**src/rtl/lm32_dtlb_walker_pkg.sv**
```systemverilog
// Shared definitions for the DTLB refill walker: FSM states, fault codes
// reported to software, and the position of the valid bit in PDE/PTE words.
package lm32_dtlb_walker_pkg;

  typedef enum logic [2:0] {
    WALK_IDLE   = 3'd0,
    WALK_L1     = 3'd1,
    WALK_L2     = 3'd2,
    WALK_UPDATE = 3'd3,
    WALK_FAULT  = 3'd4,
    WALK_DRAIN  = 3'd5
  } walk_state_t;

  localparam logic [1:0] FAULT_NONE = 2'b00;
  localparam logic [1:0] FAULT_PDE  = 2'b01;
  localparam logic [1:0] FAULT_PTE  = 2'b10;
  localparam logic [1:0] FAULT_BUS  = 2'b11;

  localparam int PTE_VALID_BIT = 0;

endpackage

```
**src/rtl/lm32_dtlb_walker.sv**
```systemverilog
// Hardware DTLB refill engine. Walks a two-level page table over a
// read-only Wishbone master port and either writes the translation into the
// DTLB (one-cycle update pulse) or reports a fault code for software.
module lm32_dtlb_walker
  import lm32_dtlb_walker_pkg::*;
#(
  parameter int page_size      = 4096,
  parameter int dir_bits       = 10,
  parameter int timeout_cycles = 255
) (
  input  logic        clk_i,
  input  logic        rst_i,
  input  logic        walk_req_i,
  input  logic [31:0] walk_vaddr_i,
  input  logic [31:0] ptbr_i,
  input  logic        walk_abort_i,
  output logic        busy_o,
  output logic        tlb_update_o,
  output logic [31:0] tlb_vaddr_o,
  output logic [31:0] tlb_paddr_o,
  output logic        walk_fault_o,
  output logic [1:0]  fault_code_o,
  output logic [31:0] wb_adr_o,
  output logic        wb_cyc_o,
  output logic        wb_stb_o,
  output logic        wb_we_o,
  output logic [3:0]  wb_sel_o,
  input  logic [31:0] wb_dat_i,
  input  logic        wb_ack_i,
  input  logic        wb_err_i
);

  localparam int offset_bits = $clog2(page_size);
  localparam int vpn_bits    = 32 - offset_bits;
  localparam int table_bits  = 32 - offset_bits - dir_bits;
  localparam logic [7:0] timeout_max = 8'(timeout_cycles);

  walk_state_t          state;
  logic [vpn_bits-1:0]  vpn_q;
  logic [7:0]           timer;
  logic [7:0]           timer_next;
  logic                 timed_out;
  logic                 entry_valid;
  logic                 access_done;
  logic [31:0]          l1_addr;
  logic [31:0]          l2_addr;
  logic [31:0]          entry_frame;
  logic                 unused_bits;

  // The walker only ever reads, always on full words, and stb follows cyc.
  assign wb_stb_o = wb_cyc_o;
  assign wb_we_o  = 1'b0;
  assign wb_sel_o = 4'hF;

  // Address arithmetic for both table levels (modulo 2^32 by width).
  assign l1_addr     = ptbr_i + (32'(walk_vaddr_i[31 -: dir_bits]) << 2);
  assign entry_frame = {wb_dat_i[31:offset_bits], {offset_bits{1'b0}}};
  assign l2_addr     = entry_frame + (32'(vpn_q[table_bits-1:0]) << 2);
  assign entry_valid = wb_dat_i[PTE_VALID_BIT];

  // Per-access wait counter: saturates instead of wrapping.
  assign timed_out   = (timer == timeout_max);
  assign timer_next  = (timer == 8'hFF) ? timer : timer + 8'd1;
  assign access_done = wb_ack_i | wb_err_i | timed_out;

  // Page offset bits and entry flag bits are don't-cares for the walk.
  assign unused_bits = ^{walk_vaddr_i[offset_bits-1:0], wb_dat_i[offset_bits-1:1]};

  // Walk FSM with all outputs registered; reset drops the bus immediately.
  always_ff @(posedge clk_i or posedge rst_i) begin
    if (rst_i) begin
      state        <= WALK_IDLE;
      vpn_q        <= '0;
      timer        <= '0;
      busy_o       <= 1'b0;
      tlb_update_o <= 1'b0;
      tlb_vaddr_o  <= '0;
      tlb_paddr_o  <= '0;
      walk_fault_o <= 1'b0;
      fault_code_o <= FAULT_NONE;
      wb_adr_o     <= '0;
      wb_cyc_o     <= 1'b0;
    end else begin
      tlb_update_o <= 1'b0;
      walk_fault_o <= 1'b0;
      case (state)
        WALK_IDLE: begin
          if (walk_req_i) begin
            vpn_q    <= walk_vaddr_i[31:offset_bits];
            wb_adr_o <= l1_addr;
            wb_cyc_o <= 1'b1;
            busy_o   <= 1'b1;
            timer    <= '0;
            state    <= WALK_L1;
          end
        end
        WALK_L1, WALK_L2: begin
          if (walk_abort_i) begin
            // An access ending in the abort cycle needs no drain.
            if (access_done) begin
              wb_cyc_o <= 1'b0;
              busy_o   <= 1'b0;
              state    <= WALK_IDLE;
            end else begin
              timer <= timer_next;
              state <= WALK_DRAIN;
            end
          end else if (wb_err_i || timed_out) begin
            wb_cyc_o     <= 1'b0;
            walk_fault_o <= 1'b1;
            fault_code_o <= FAULT_BUS;
            state        <= WALK_FAULT;
          end else if (wb_ack_i) begin
            if (!entry_valid) begin
              wb_cyc_o     <= 1'b0;
              walk_fault_o <= 1'b1;
              fault_code_o <= (state == WALK_L1) ? FAULT_PDE : FAULT_PTE;
              state        <= WALK_FAULT;
            end else if (state == WALK_L1) begin
              wb_adr_o <= l2_addr;
              timer    <= '0;
              state    <= WALK_L2;
            end else begin
              wb_cyc_o     <= 1'b0;
              tlb_update_o <= 1'b1;
              tlb_vaddr_o  <= {vpn_q, {offset_bits{1'b0}}};
              tlb_paddr_o  <= entry_frame;
              state        <= WALK_UPDATE;
            end
          end else begin
            timer <= timer_next;
          end
        end
        WALK_UPDATE, WALK_FAULT: begin
          busy_o <= 1'b0;
          state  <= WALK_IDLE;
        end
        WALK_DRAIN: begin
          if (access_done) begin
            wb_cyc_o <= 1'b0;
            busy_o   <= 1'b0;
            state    <= WALK_IDLE;
          end else begin
            timer <= timer_next;
          end
        end
        default: begin
          wb_cyc_o <= 1'b0;
          busy_o   <= 1'b0;
          state    <= WALK_IDLE;
        end
      endcase
    end
  end

endmodule

```
**config.mk**
```make
export PLATFORM = sky130hd
export DESIGN_NAME = lm32_dtlb_walker
export DESIGN_NICKNAME = d
export VERILOG_FILES = /design/src/rtl/lm32_dtlb_walker_pkg.sv /design/src/rtl/lm32_dtlb_walker.sv
export SDC_FILE = /design/constraint.sdc
export NUM_CORES = 1
export LEC_CHECK = 0
export ABC_AREA = 0
export BUFFER_PORTS_ARGS = -buffer_cell sky130_fd_sc_hd__buf_2
export CAP_MARGIN = 5
export CORE_AREA = 2 2 160 123
export CTS_CLUSTER_SIZE = 12
export DETAILED_ROUTE_END_ITERATION = 8
export DIE_AREA = 0 0 162 125
export PLACE_DENSITY = 0.59
export SLEW_MARGIN = 20
export SYNTH_ARGS = -nofsm -noshare
export SYNTH_HDL_FRONTEND = slang
export SYNTH_SLANG_ARGS = --single-unit
```
**constraint.sdc**
```tcl
create_clock -name clk_i -period 4.2 [get_ports clk_i]
set_input_delay 0.21 -clock clk_i [delete_from_list [all_inputs] [get_ports clk_i]]
set_output_delay 0.21 -clock clk_i [all_outputs]
set_load 0.01 [all_outputs]
```
-- Word-level counts from Yosys, hierarchy flattened
Cells that the tools add are included.
Widths: inputs -> output; s select.
- register bits after elaboration: 109
- bits in latches: 0
- RAM bits: 0
- ROM bits: 0
- input bits: 102
- output and inout port bits: 108
- logic and storage cells: 106
- memories: 0
- $add $sub $neg: 3
- $mul: 0
- divide/modulo/power cells: 0
- order comparisons: 0
- equal/unequal tests: 20
- shift-type cells: 0
- multiplexer cells: 51
- bitwise gates (word level): 6
- reduce and logical (&&, ||, !) cells: 15
- operator list (kind ; count):
    $mux 32 ; 6
    $add 32x12->32 ; 2
    $mux 8 ; 8
    $pmux 32 s2 ; 1
    $pmux 8 s3 ; 1
    $mux 1 ; 21
    $mux 3 ; 7
    $ne 2x2->1 const B ; 8
    $ne 4x4->1 const B ; 3
    $pmux 3 s3 ; 1
    $add 8x1->8 const B ; 1
    $eq 8x8->1 const B ; 1
    $mux 2 ; 4
    $reduce_and 4->1 ; 2
    $reduce_and 7->1 ; 1
    $eq 3x2->1 const B ; 2
    $eq 3x3->1 const B ; 2
    $reduce_and 6->1 ; 1
    $ne 5x5->1 const B ; 1
    $reduce_and 5->1 ; 1
    $not 1->1 ; 4
    $pmux 1 s4 ; 1
    $reduce_and 2->1 ; 2
    $reduce_bool 2->1 ; 2
    other kinds (10) ; 12

-- Longest topological paths before layout
Gate-level depths: netlist of run 1.
- depth in word-level cells: 7
- mapped depth: 9

-- Worst setup path after synthesis of run 1
No wires, ideal clock.
- path type: input to register
- start point: input port walk_vaddr_i[22]
- end point: register wb_adr_o[28]
- arrival: 2.058 ns
- setup slack: 2.003 ns
- stages on the path: 8
- buffers on the path: 0
- path through: ha_1 > fa_1 > a211o_1 > a221o_1 > a21oi_4 > nor3_1 > xnor2_1 > o22ai_1
- word-level cells in the longest chain between the ends: 3
- ends and longest elaborated chain (item ; RTL line ; RTL):
    from (decl) ; lm32_dtlb_walker.sv:14 ; input logic [31:0] walk_vaddr_i,
    $add 32x12->32 ; lm32_dtlb_walker.sv:56 ; assign l1_addr = ptbr_i + (32'(walk_vaddr_i[31 -: dir_bits]) << 2);
    $mux 32 ; lm32_dtlb_walker.sv:88 ; if (walk_req_i) begin
    $pmux 32 s2 ; lm32_dtlb_walker.sv:86 ; case (state)
    to (signal assigned) ; lm32_dtlb_walker.sv:90 ; wb_adr_o <= l1_addr;
    to (signal assigned) ; lm32_dtlb_walker.sv:120 ; wb_adr_o <= l2_addr;
    to (decl) ; lm32_dtlb_walker.sv:23 ; output logic [31:0] wb_adr_o,
Every way passes these cells. The select of a mux whose other input is x is not followed.
A chain may end at the register's enable or synchronous reset.

-- Worst setup path in the final report of run 1
- start point: register state[0]
- end point: register wb_adr_o[16]
- word-level cells in the longest chain between the ends: 4
- ends and longest elaborated chain (item ; RTL line ; RTL):
    from (decl) ; lm32_dtlb_walker.sv:38 ; walk_state_t state;
    from (signal assigned) ; lm32_dtlb_walker.sv:72 ; state <= WALK_IDLE;
    from (signal assigned) ; lm32_dtlb_walker.sv:94 ; state <= WALK_L1;
    from (signal assigned) ; lm32_dtlb_walker.sv:103 ; state <= WALK_IDLE;
    $eq 3x1->1 or $eq 3x2->1 (tied branches) ; lm32_dtlb_walker.sv:86, lm32_dtlb_walker.sv:119 ;
    $reduce_or 2->1 ; lm32_dtlb_walker.sv:86 ;
    $ne 2x2->1 (no source line) or $reduce_bool 2->1 (tied branches) ; - ;
    $reduce_and 7->1 (no source line) ; - ;
Several ways; a longest one is shown, not always the timed one.

==> out/qor.csv, run 1 <==
stage;metric;value;unit
status;status;completed;
place;place_hpwl;11.5;mm
critical_path;worst_path_max_delay_cell;dfrtp_1;
die;row_count;44;
synth;yosysUniqueCellTypes;62;
critical_path;crit_fanout;20;
power_and_ir_drop;power;3.87;mW
detailed_routing;wl;15.8;mm
clocking;max-clock-path-buffers;2;
synth;ys_async_sr_fraction;100;%
cells_and_area;stdcell_area;7060;um^2
place;dp_cells;995;
clocking;clkLatencyLatePin;350;ps
grt;grt_max_degree;45;
cells_and_area;antennaDiodeCount;0;
power_and_ir_drop;p_switching;1.52;mW
timing;rsz0062_at_grt;no;
synth;ys.flop_type;dfrtp_1;
critical_path;timing.rr.start;state[0];
detailed_routing;firstDrtPassIters;4;
timing;slew_headroom;25.2;%
place;placed_area;6760;um^2
clocking;post_cts_buffers;0;
place;port_buffers;157;
synth;synthCells;612;
die;die_y;125;um
cells_and_area;layout.nets;868;
power_and_ir_drop;power_density;548;nW/um^2
detailed_routing;vias_per_cell;4.76;
synth;ys_ff_latch;109;
timing;fin_crit;2730;ps
place;preCtsSetupSlack;1480;ps
detailed_routing;drc_errors;0;
clocking;cts.sinks;109;
clocking;tritoncts;done;
power_and_ir_drop;pwr-share-comb;36.9;%
detailed_routing;vias;4819;
min_path;hp-start;walk_vaddr_i[13];
die;core;18800;um^2
synth;netlist_area;5870;um^2
cells_and_area;fill_cells;1963;
timing;timing.setup.tns;0;ps
die;io-pin-count;210;
timing;hold_violations;0;
cells_and_area;multi_input_area;2820;um^2
clocking;htree_num_levels;3;
timing;hold_slack;46.6;ps
power_and_ir_drop;power.leakage;3.52;nW
die;floorplan.initialDensity;31.2;%
cells_and_area;postLayoutCoreUtil;37.5;%
clocking;cts_buffers;9;
critical_path;critPathKind;reg -> reg;
synth;yosys_warnings;0;
cells_and_area;fin_cells;1012;
clocking;ctsRootBufferMaster;clkbuf_16;
detailed_routing;drtIter0Drc;247;
grt;grt_pass1_vias;4754;
cells_and_area;seqCellArea;2730;um^2
timing;drv_slew;0;
run;drv_cap;0;
timing;clock_skew;14.4;ps
critical_path;crit_path_start;state[0];
die;die_w;162;um
min_path;hp-class;in -> reg;
detailed_routing;drt-wirelength-per-cell;15.6;um
power_and_ir_drop;pwr-share-clk;22.0;%
timing;worst_pin_slew;1120;ps
critical_path;startpoint_type;register;
power_and_ir_drop;p_int;2.35;mW
critical_path;cp.required;4450;ps
critical_path;worstPathCellList;nand2b_1 > nor2_1 > a41o_1 > buf_4 > and3_1 > a21oi_1 > o21ai_0;
synth;synth-seq-area-share;46.4;%
grt;antenna_found_initial;0;
critical_path;cp.arrival;2980;ps
die;dieArea;20300;um^2
cells_and_area;area_growth;20.2;%
timing;max_freq;0.367;GHz
synth;synth_edf_count;0;
timing;finalWorstSetupSlack;1470;ps
detailed_routing;ant_nets;0;
grt;grt_pass1_wl;25.6;mm
critical_path;cpPeakStageDelay;570;ps
grt;grt_util_all_layers;15.9;%
grt;grt_remaining_overflow;0;
critical_path;critPathCaptureType;register;
power_and_ir_drop;sequentialPowerShare;41.0;%
place;place_congestion;0.782;
clocking;clkTransAtPathRegs;80;ps
power_and_ir_drop;peakVddDrop;0.322;mV
synth;avgSynthCellArea;9.60;um^2
timing;setup_viol;0;
cells_and_area;drive_gt1_share;29.9;%
power_and_ir_drop;switching_share;39.2;%
timing;fin_crit_sh;64.9;%
==> metal layers <==
| metal | up-vias | global-route usage, % | part of all wire [%] |
|---|---|---|---|
| met4 | 0 | 3.49 | 0.82 |
| met3 | 10 | 4.81 | 7.5 |
| met5 | - | 0 | 0 |
| met1 | 2316 | 23.7 | 50 |
| li1 | 2351 | - | - |
| met2 | 142 | 22.6 | 42 |
==> cell type report <==
type,count,area share (%)
repair buffers,165,12.0
clock buffers,10,3.38
flip-flops and latches,109,38.6
clock inverters,6,0.780
well taps,253,4.48
multi-input cells,456,40.0
inverters,13,0.727
==> Yosys cell counts (all sizes together) (4+ instances only) <==
library cell	instances	area share [%]
o21ai	21	1.8
xnor2	22	3.3
nor2	49	3.1
nor3b	6	0.85
nor3	15	1.4
nand2	113	7.2
xor2	4	0.60
buf	47	5.7
o22ai	18	2.1
clkbuf	14	0.92
a31oi	10	1.1
a21oi	43	4.0
inv	13	0.83
and3	4	0.43
a21o	5	0.64
nand2b	5	0.53
a211oi	6	0.77
o211ai	7	0.98
ha	11	2.3
nand4	7	1.1
nand3	10	0.85
mux2	30	5.8
dfrtp	109	46
==> power groups by stage <==
stage | clock network [mW] | registers, mW | logic, mW
finish | 0.852 | 1.59 | 1.43
global route | 0.934 | 1.64 | 1.61
CTS | 0.890 | 1.59 | 1.45
detailed placement | 0 | 1.61 | 1.45
global placement | 0 | 1.60 | 1.44
floorplan | 0 | 1.65 | 0.882
==> kinds of logic after synthesis <==
| logic type | synth area share [%] |
|---|---|
| compound gates | 15.3 |
| xor+xnor | 3.88 |
| fa+ha+maj | 2.85 |
| buf+inv | 7.46 |
| flops | 46.4 |
| mux | 6.26 |
| other cells | 0.128 |
| simple gates | 17.7 |
==> state kept, by name, indices dropped and copies added (netlist names), 2 cells and up <==
signal	cells
fault_code_o	2
state	3
timer	8
tlb_paddr_o	20
tlb_vaddr_o	20
vpn_q	20
wb_adr_o	32
==> critical path, delay by kind of cell, from the launching register on <==
kind / cells / cell delay (ps)
buffers and inverters: 1 / 350
and+or+nand+nor: 3 / 1020
DFF: 1 / 570
AOI/OAI and AO/OA: 3 / 670
==> layout by cell type, fill, tap and decap left out, types with 4 or more instances in the layout <==
cell type  netlist  routed
nand4_1          5       5
xor2_1           4       4
mux2_2          30      30
nor3_1          14      14
buf_2           10     157
o21ai_1          4       4
nand3_1         10      10
nor2_1          49      49
o21ai_0         17      17
dfrtp_1        109     109
a21oi_1         41      40
nand2b_1         5       5
ha_1            11      11
o22ai_1         16      16
a21o_1           5       5
clkbuf_16        0       9
o211ai_1         6       6
xnor2_1         22      22
buf_4           35       7
a31oi_1         10      10
nor3b_1          5       5
inv_1           13      12
and3_1           4       4
conb_1           2      29
nand2_1        113     112
a211oi_1         6       6
==> final timing paths <==
check                      slack [ps]  depth (start not counted)               to
max                              1470                          7     wb_adr_o[16]
min                                50                          3         vpn_q[1]
max reg2reg                      1470                          7     wb_adr_o[16]
min reg2reg                       470                          2  tlb_vaddr_o[27]
max in group asynchronous        2910                          4  tlb_paddr_o[14]
min in group asynchronous         380                          3         vpn_q[5]
==> timing repair <==
| action | CTS | global route |
|---|---|---|
| hold buffers | 1 | 0 |
| endpoints found under the hold margin | 26 | 0 |
| gates resized for setup | 0 | 0 |
Power figures use the tool's default switching activity.
==> inputs of run 2 (changes only) <==
--- a/config.mk
+++ b/config.mk
@@ -12,7 +12,7 @@
 export CTS_CLUSTER_SIZE = 12
 export DETAILED_ROUTE_END_ITERATION = 8
 export DIE_AREA = 0 0 162 125
-export PLACE_DENSITY = 0.59
+export PLACE_DENSITY = 0.61
 export SLEW_MARGIN = 20
 export SYNTH_ARGS = -nofsm -noshare
 export SYNTH_HDL_FRONTEND = slang
==> constraint.sdc (replaced) <==
create_clock -name clk_i -period 2.31 [get_ports clk_i]
set_input_delay 0.1155 -clock clk_i [delete_from_list [all_inputs] [get_ports clk_i]]
set_output_delay 0.1155 -clock clk_i [all_outputs]
set_load 0.01 [all_outputs]
==> out/qor.csv, run 2 (same netlist as run 1, synthesis figures left out) <==
stage;metric;value;unit
place;place_congestion;0.833;
critical_path;cp.required;2540;ps
grt;grt_util_all_layers;16.5;%
clocking;clkLatencyLatePin;360;ps
power_and_ir_drop;pwr-share-clk;21.2;%
cells_and_area;antennaDiodeCount;0;
power_and_ir_drop;peakVddDrop;0.425;mV
critical_path;cp.arrival;2410;ps
clocking;cts_buffers;9;
die;die_y;125;um
power_and_ir_drop;sequentialPowerShare;40.1;%
detailed_routing;ant_nets;0;
detailed_routing;drc_errors;0;
die;row_count;44;
power_and_ir_drop;power.leakage;3.76;nW
clocking;clkTransAtPathRegs;70;ps
power_and_ir_drop;p_switching;2.83;mW
cells_and_area;area_growth;29.7;%
cells_and_area;final_common_cell;buf_2;
detailed_routing;drt-wirelength-per-cell;15.3;um
die;core;18800;um^2
cells_and_area;drive_gt1_share;31.2;%
clocking;tritoncts;done;
die;dieArea;20300;um^2
die;die_w;162;um
power_and_ir_drop;power_density;951;nW/um^2
status;status;completed;
cells_and_area;postLayoutCoreUtil;40.5;%
timing;fin_crit;2190;ps
power_and_ir_drop;power;7.24;mW
die;floorplan.initialDensity;31.2;%
place;placed_area;6970;um^2
grt;grt_pass1_wl;26.7;mm
cells_and_area;fill_cells;1911;
grt;antenna_found_initial;0;
timing;drv_slew;0;
clocking;htree_num_levels;3;
cells_and_area;most-common-layout-cells;157 x buf_2, 112 x nand2_1, 109 x dfrtp_1, 49 x nor2_1, 39 x a21oi_1;
timing;fin_crit_sh;94.6;%
critical_path;critPathCaptureType;register;
critical_path;critPathKind;in -> reg;
detailed_routing;wl;16.2;mm
timing;clock_skew;7.88;ps
power_and_ir_drop;p_int;4.41;mW
detailed_routing;drtIter0Drc;223;
timing;max_freq;0.458;GHz
cells_and_area;top_register;wb_adr_o;
detailed_routing;vias;4989;
cells_and_area;layout.nets;921;
die;io-pin-count;210;
detailed_routing;vias_per_cell;4.68;
grt;grt_pass1_vias;5044;
cells_and_area;stdcell_area;7620;um^2
clocking;ctsRootBufferMaster;clkbuf_16;
timing;worst_pin_slew;758;ps
timing;hold_violations;0;
timing;setup_viol;0;
run;drv_cap;0;
min_path;hp-class;in -> reg;
timing;slew_headroom;49.4;%
clocking;max-clock-path-buffers;2;
power_and_ir_drop;switching_share;39.1;%
power_and_ir_drop;pwr-share-comb;38.8;%
place;port_buffers;157;
place;place_hpwl;11.7;mm
clocking;cts.sinks;109;
detailed_routing;firstDrtPassIters;4;
critical_path;startpoint_type;input port;
grt;grt_remaining_overflow;0;
grt;grt_max_degree;110;
cells_and_area;largest_reg_flops;32;
critical_path;crit_fanout;10;
-- run 2: changes by cell type in the layout (fill, tap and decap cells not counted), sizes merged --
cell	previous run	this run
dlygate4sd3	1	34
buf	164	184
inv	16	13
clkinv	1	3
clkinvlp	2	4
clkbuf	10	9
-- run 2: path summary, 6_finish.rpt --
| check | from | end | slack [ps] | cells after the start |
|---|---|---|---|---|
| setup / recovery | walk_vaddr_i[28] | wb_adr_o[25] | 120 | 10 |
| hold / removal | wb_dat_i[21] | tlb_paddr_o[21] | 20 | 2 |
| setup reg to reg | state[0] | timer[4] | 240 | 6 |
| hold reg to reg | vpn_q[14] | tlb_vaddr_o[26] | 460 | 2 |
| max in group asynchronous | rst_i | vpn_q[18] | 1350 | 4 |
| min in group asynchronous | rst_i | tlb_paddr_o[27] | 470 | 4 |
-- run 2: per-layer routing --
| layer | GRT usage, % | up-vias | routed length, um |
|---|---|---|---|
| li1 | - | 2462 | - |
| met3 | 4.31 | 13 | 1020 |
| met4 | 3.59 | 0 | 166 |
| met5 | 0 | - | 0 |
| met2 | 25.1 | 164 | 7170 |
| met1 | 23.8 | 2350 | 7890 |
-- run 2: timing repair --
| action | 4_1_cts | 5_1_grt |
|---|---|---|
| hold buffers | 33 | 1 |
| gates resized for setup | 0 | 6 |
| buffers inserted | 0 | 0 |
| setup endpoints to repair | 0 | 20 |
| endpoints found under the hold margin | 141 | 1 |
-- run 2: area by class of cell --
class / instances / area, um^2 / share of cell area [%]
clock inverter: 7 / 60.1 / 0.788
sequential: 109 / 2730 / 35.8
clock buffer: 9 / 225 / 2.96
inverter: 13 / 56.3 / 0.739
multi-input combinational: 456 / 2840 / 37.3
tap: 253 / 317 / 4.16
timing repair buffer: 218 / 1390 / 18.3
-- run 2: critical path, cell delays in order --
cell           delay [ps]
dlygate4sd3_1         530
buf_2                 130
ha_1                  400
a21oi_2               230
o211ai_2              180
a41oi_4               270
buf_12                170
nor3_1                 60
xnor2_1               210
o22ai_1               110
-- run 2: power groups by stage --
stage / combinational (mW) / sequential (mW) / clock, mW
final: 2.81 / 2.90 / 1.53
after global routing: 3.16 / 2.99 / 1.68
after CTS: 2.84 / 2.91 / 1.60
after detailed placement: 2.79 / 2.94 / 0
after global placement: 2.76 / 2.92 / 0
after floorplan: 1.60 / 3.00 / 0
-- run 2: metrics by stage --
step	std cells	setup WS [ps]	setup TNS, ps	hold WS (ps)
after floorplan	639	208	0	221
after detailed placement	1015	-14.9	-14.9	321
after global placement	1015	6.35	0	319
after CTS	1064	88.7	0	0.361
final	1065	124	0	19.6
after global routing	1065	-2.66	-2.66	7.83
==> inputs of run 3 (changes only) <==
--- a/config.mk
+++ b/config.mk
@@ -12,7 +12,7 @@
 export CTS_CLUSTER_SIZE = 12
 export DETAILED_ROUTE_END_ITERATION = 8
 export DIE_AREA = 0 0 162 125
-export PLACE_DENSITY = 0.61
+export PLACE_DENSITY = 0.6
 export SLEW_MARGIN = 20
 export SYNTH_ARGS = -nofsm -noshare
 export SYNTH_HDL_FRONTEND = slang
==> out/qor.csv, run 3 (same netlist as run 1, synthesis figures left out) <==
stage;metric;value;unit
grt;grt_max_degree;110;
critical_path;critPathCaptureType;register;
timing;slew_headroom;49.0;%
detailed_routing;drt-wirelength-per-cell;15.7;um
clocking;ctsRootBufferMaster;clkbuf_16;
detailed_routing;vias_per_cell;4.65;
power_and_ir_drop;peakVddDrop;0.417;mV
min_path;hp-class;in -> reg;
detailed_routing;wl;16.6;mm
run;drv_cap;0;
timing;setup_viol;0;
power_and_ir_drop;power.leakage;3.78;nW
clocking;clkTransAtPathRegs;70;ps
cells_and_area;fin_cells;1060;
detailed_routing;vias;4931;
clocking;cts_buffers;9;
timing;rsz0062_at_grt;no;
cells_and_area;drive_gt1_share;30.7;%
clocking;tritoncts;done;
detailed_routing;drc_errors;0;
place;place_hpwl;11.7;mm
timing;clock_skew;8.08;ps
place;dp_cells;1011;
timing;fin_crit_sh;95.3;%
power_and_ir_drop;power_density;980;nW/um^2
cells_and_area;most-common-layout-cells;157 x buf_2, 112 x nand2_1, 109 x dfrtp_1, 49 x nor2_1, 39 x a21oi_1;
cells_and_area;area_growth;30.4;%
timing;worst_pin_slew;764;ps
grt;grt_util_all_layers;16.6;%
die;dieArea;20300;um^2
critical_path;cp.arrival;2410;ps
detailed_routing;drtIter0Drc;322;
die;die_y;125;um
grt;antenna_found_initial;0;
power_and_ir_drop;pwr-share-comb;39.0;%
power_and_ir_drop;power;7.50;mW
detailed_routing;ant_nets;0;
place;port_buffers;157;
critical_path;critPathKind;in -> reg;
cells_and_area;postLayoutCoreUtil;40.7;%
clocking;clkLatencyLatePin;350;ps
cells_and_area;final_common_cell;buf_2;
die;floorplan.initialDensity;31.2;%
timing;fin_crit;2200;ps
die;row_count;44;
clocking;htree_num_levels;3;
power_and_ir_drop;p_switching;2.84;mW
place;place_congestion;0.826;
timing;drv_slew;0;
clocking;max-clock-path-buffers;2;
power_and_ir_drop;p_int;4.67;mW
cells_and_area;top_register;wb_adr_o;
critical_path;crit_fanout;10;
critical_path;startpoint_type;input port;
power_and_ir_drop;switching_share;37.8;%
critical_path;cp.required;2520;ps
clocking;cts.sinks;109;
die;die_w;162;um
timing;max_freq;0.454;GHz
detailed_routing;firstDrtPassIters;4;
cells_and_area;layout.nets;916;
grt;grt_pass1_wl;26.8;mm
power_and_ir_drop;pwr-share-clk;22.8;%
die;io-pin-count;210;
grt;grt_pass1_vias;4941;
grt;grt_remaining_overflow;0;
power_and_ir_drop;sequentialPowerShare;38.2;%
die;core;18800;um^2
status;status;completed;
cells_and_area;largest_reg_flops;32;
cells_and_area;antennaDiodeCount;0;
timing;hold_violations;0;
clocking;post_cts_buffers;0;
[run 3: changes by cell type in the layout (fill, tap and decap cells not counted), sizes merged]
| cell | previous run | this run |
|---|---|---|
| clkinvlp | 4 | 2 |
| clkinv | 3 | 2 |
| dlygate4sd3 | 34 | 33 |
| buf | 184 | 180 |
| clkbuf | 9 | 10 |
| bufinv | 0 | 2 |
[run 3: what timing repair did]
item / 4_1_cts / 5_1_grt
endpoints found under the setup margin: 0 / 8
hold endpoints to repair: 140 / 1
resized for setup: 0 / 7
hold buffers: 32 / 1
[run 3: path summary, 6_finish.rpt]
path	slack, ps	cells past startpoint	endpoint	from
worst min register to register	470	2	tlb_vaddr_o[23]	vpn_q[11]
worst max register to register	190	8	tlb_vaddr_o[31]	timer[0]
worst min-delay path	10	2	tlb_paddr_o[12]	wb_dat_i[12]
max in group asynchronous	1390	4	tlb_paddr_o[14]	rst_i
min in group asynchronous	500	4	tlb_paddr_o[25]	rst_i
worst max-delay path	110	10	wb_adr_o[25]	walk_vaddr_i[28]
[run 3: critical path: stages]
cell,delay [ps]
dlygate4sd3_1,530
buf_2,130
ha_1,390
a21oi_2,220
o211ai_2,180
a41oi_4,260
buf_12,170
nor3_1,60
xnor2_1,220
o22ai_1,110
[run 3: layer usage]
metal | wire [um] | up-vias | GRT usage (%)
li1 | - | 2451 | -
met1 | 8070 | 2336 | 22.9
met2 | 7210 | 125 | 25.3
met3 | 1060 | 19 | 5.61
met4 | 257 | 0 | 4.16
met5 | 0 | - | 0
[run 3: per-stage QoR]
step / setup TNS [ps] / cell area (um^2) / worst slack (ps) / hold slack, ps
after floorplan: 0 / 5980 / 208 / 221
after global placement: -18.1 / 6980 / -13.3 / 310
after detailed placement: -97.2 / 6980 / -34.8 / 312
after CTS: 0 / 7620 / 56.5 / 0.601
after global routing: 0 / 7660 / 8.21 / 2.25
final: 0 / 7660 / 108 / 15.0
[run 3: power by group through the flow]
stage               sequential, mW  combinational, mW  clock (mW)
finish                        2.87               2.92        1.71
global route                  2.95               3.24        1.86
CTS                           2.87               2.95        1.78
detailed placement            2.90               2.90           0
global placement              2.88               2.87           0
floorplan                     3.00               1.60           0
[run 3: cell type report]
type,instances,area [um^2]
clock buffers,10,229
multi-input cells,456,2850
fillers,1900,11200
clock inverters,6,96.3
flip-flops and latches,109,2730
repair buffers,213,1390
well taps,253,317
inverters,13,52.6
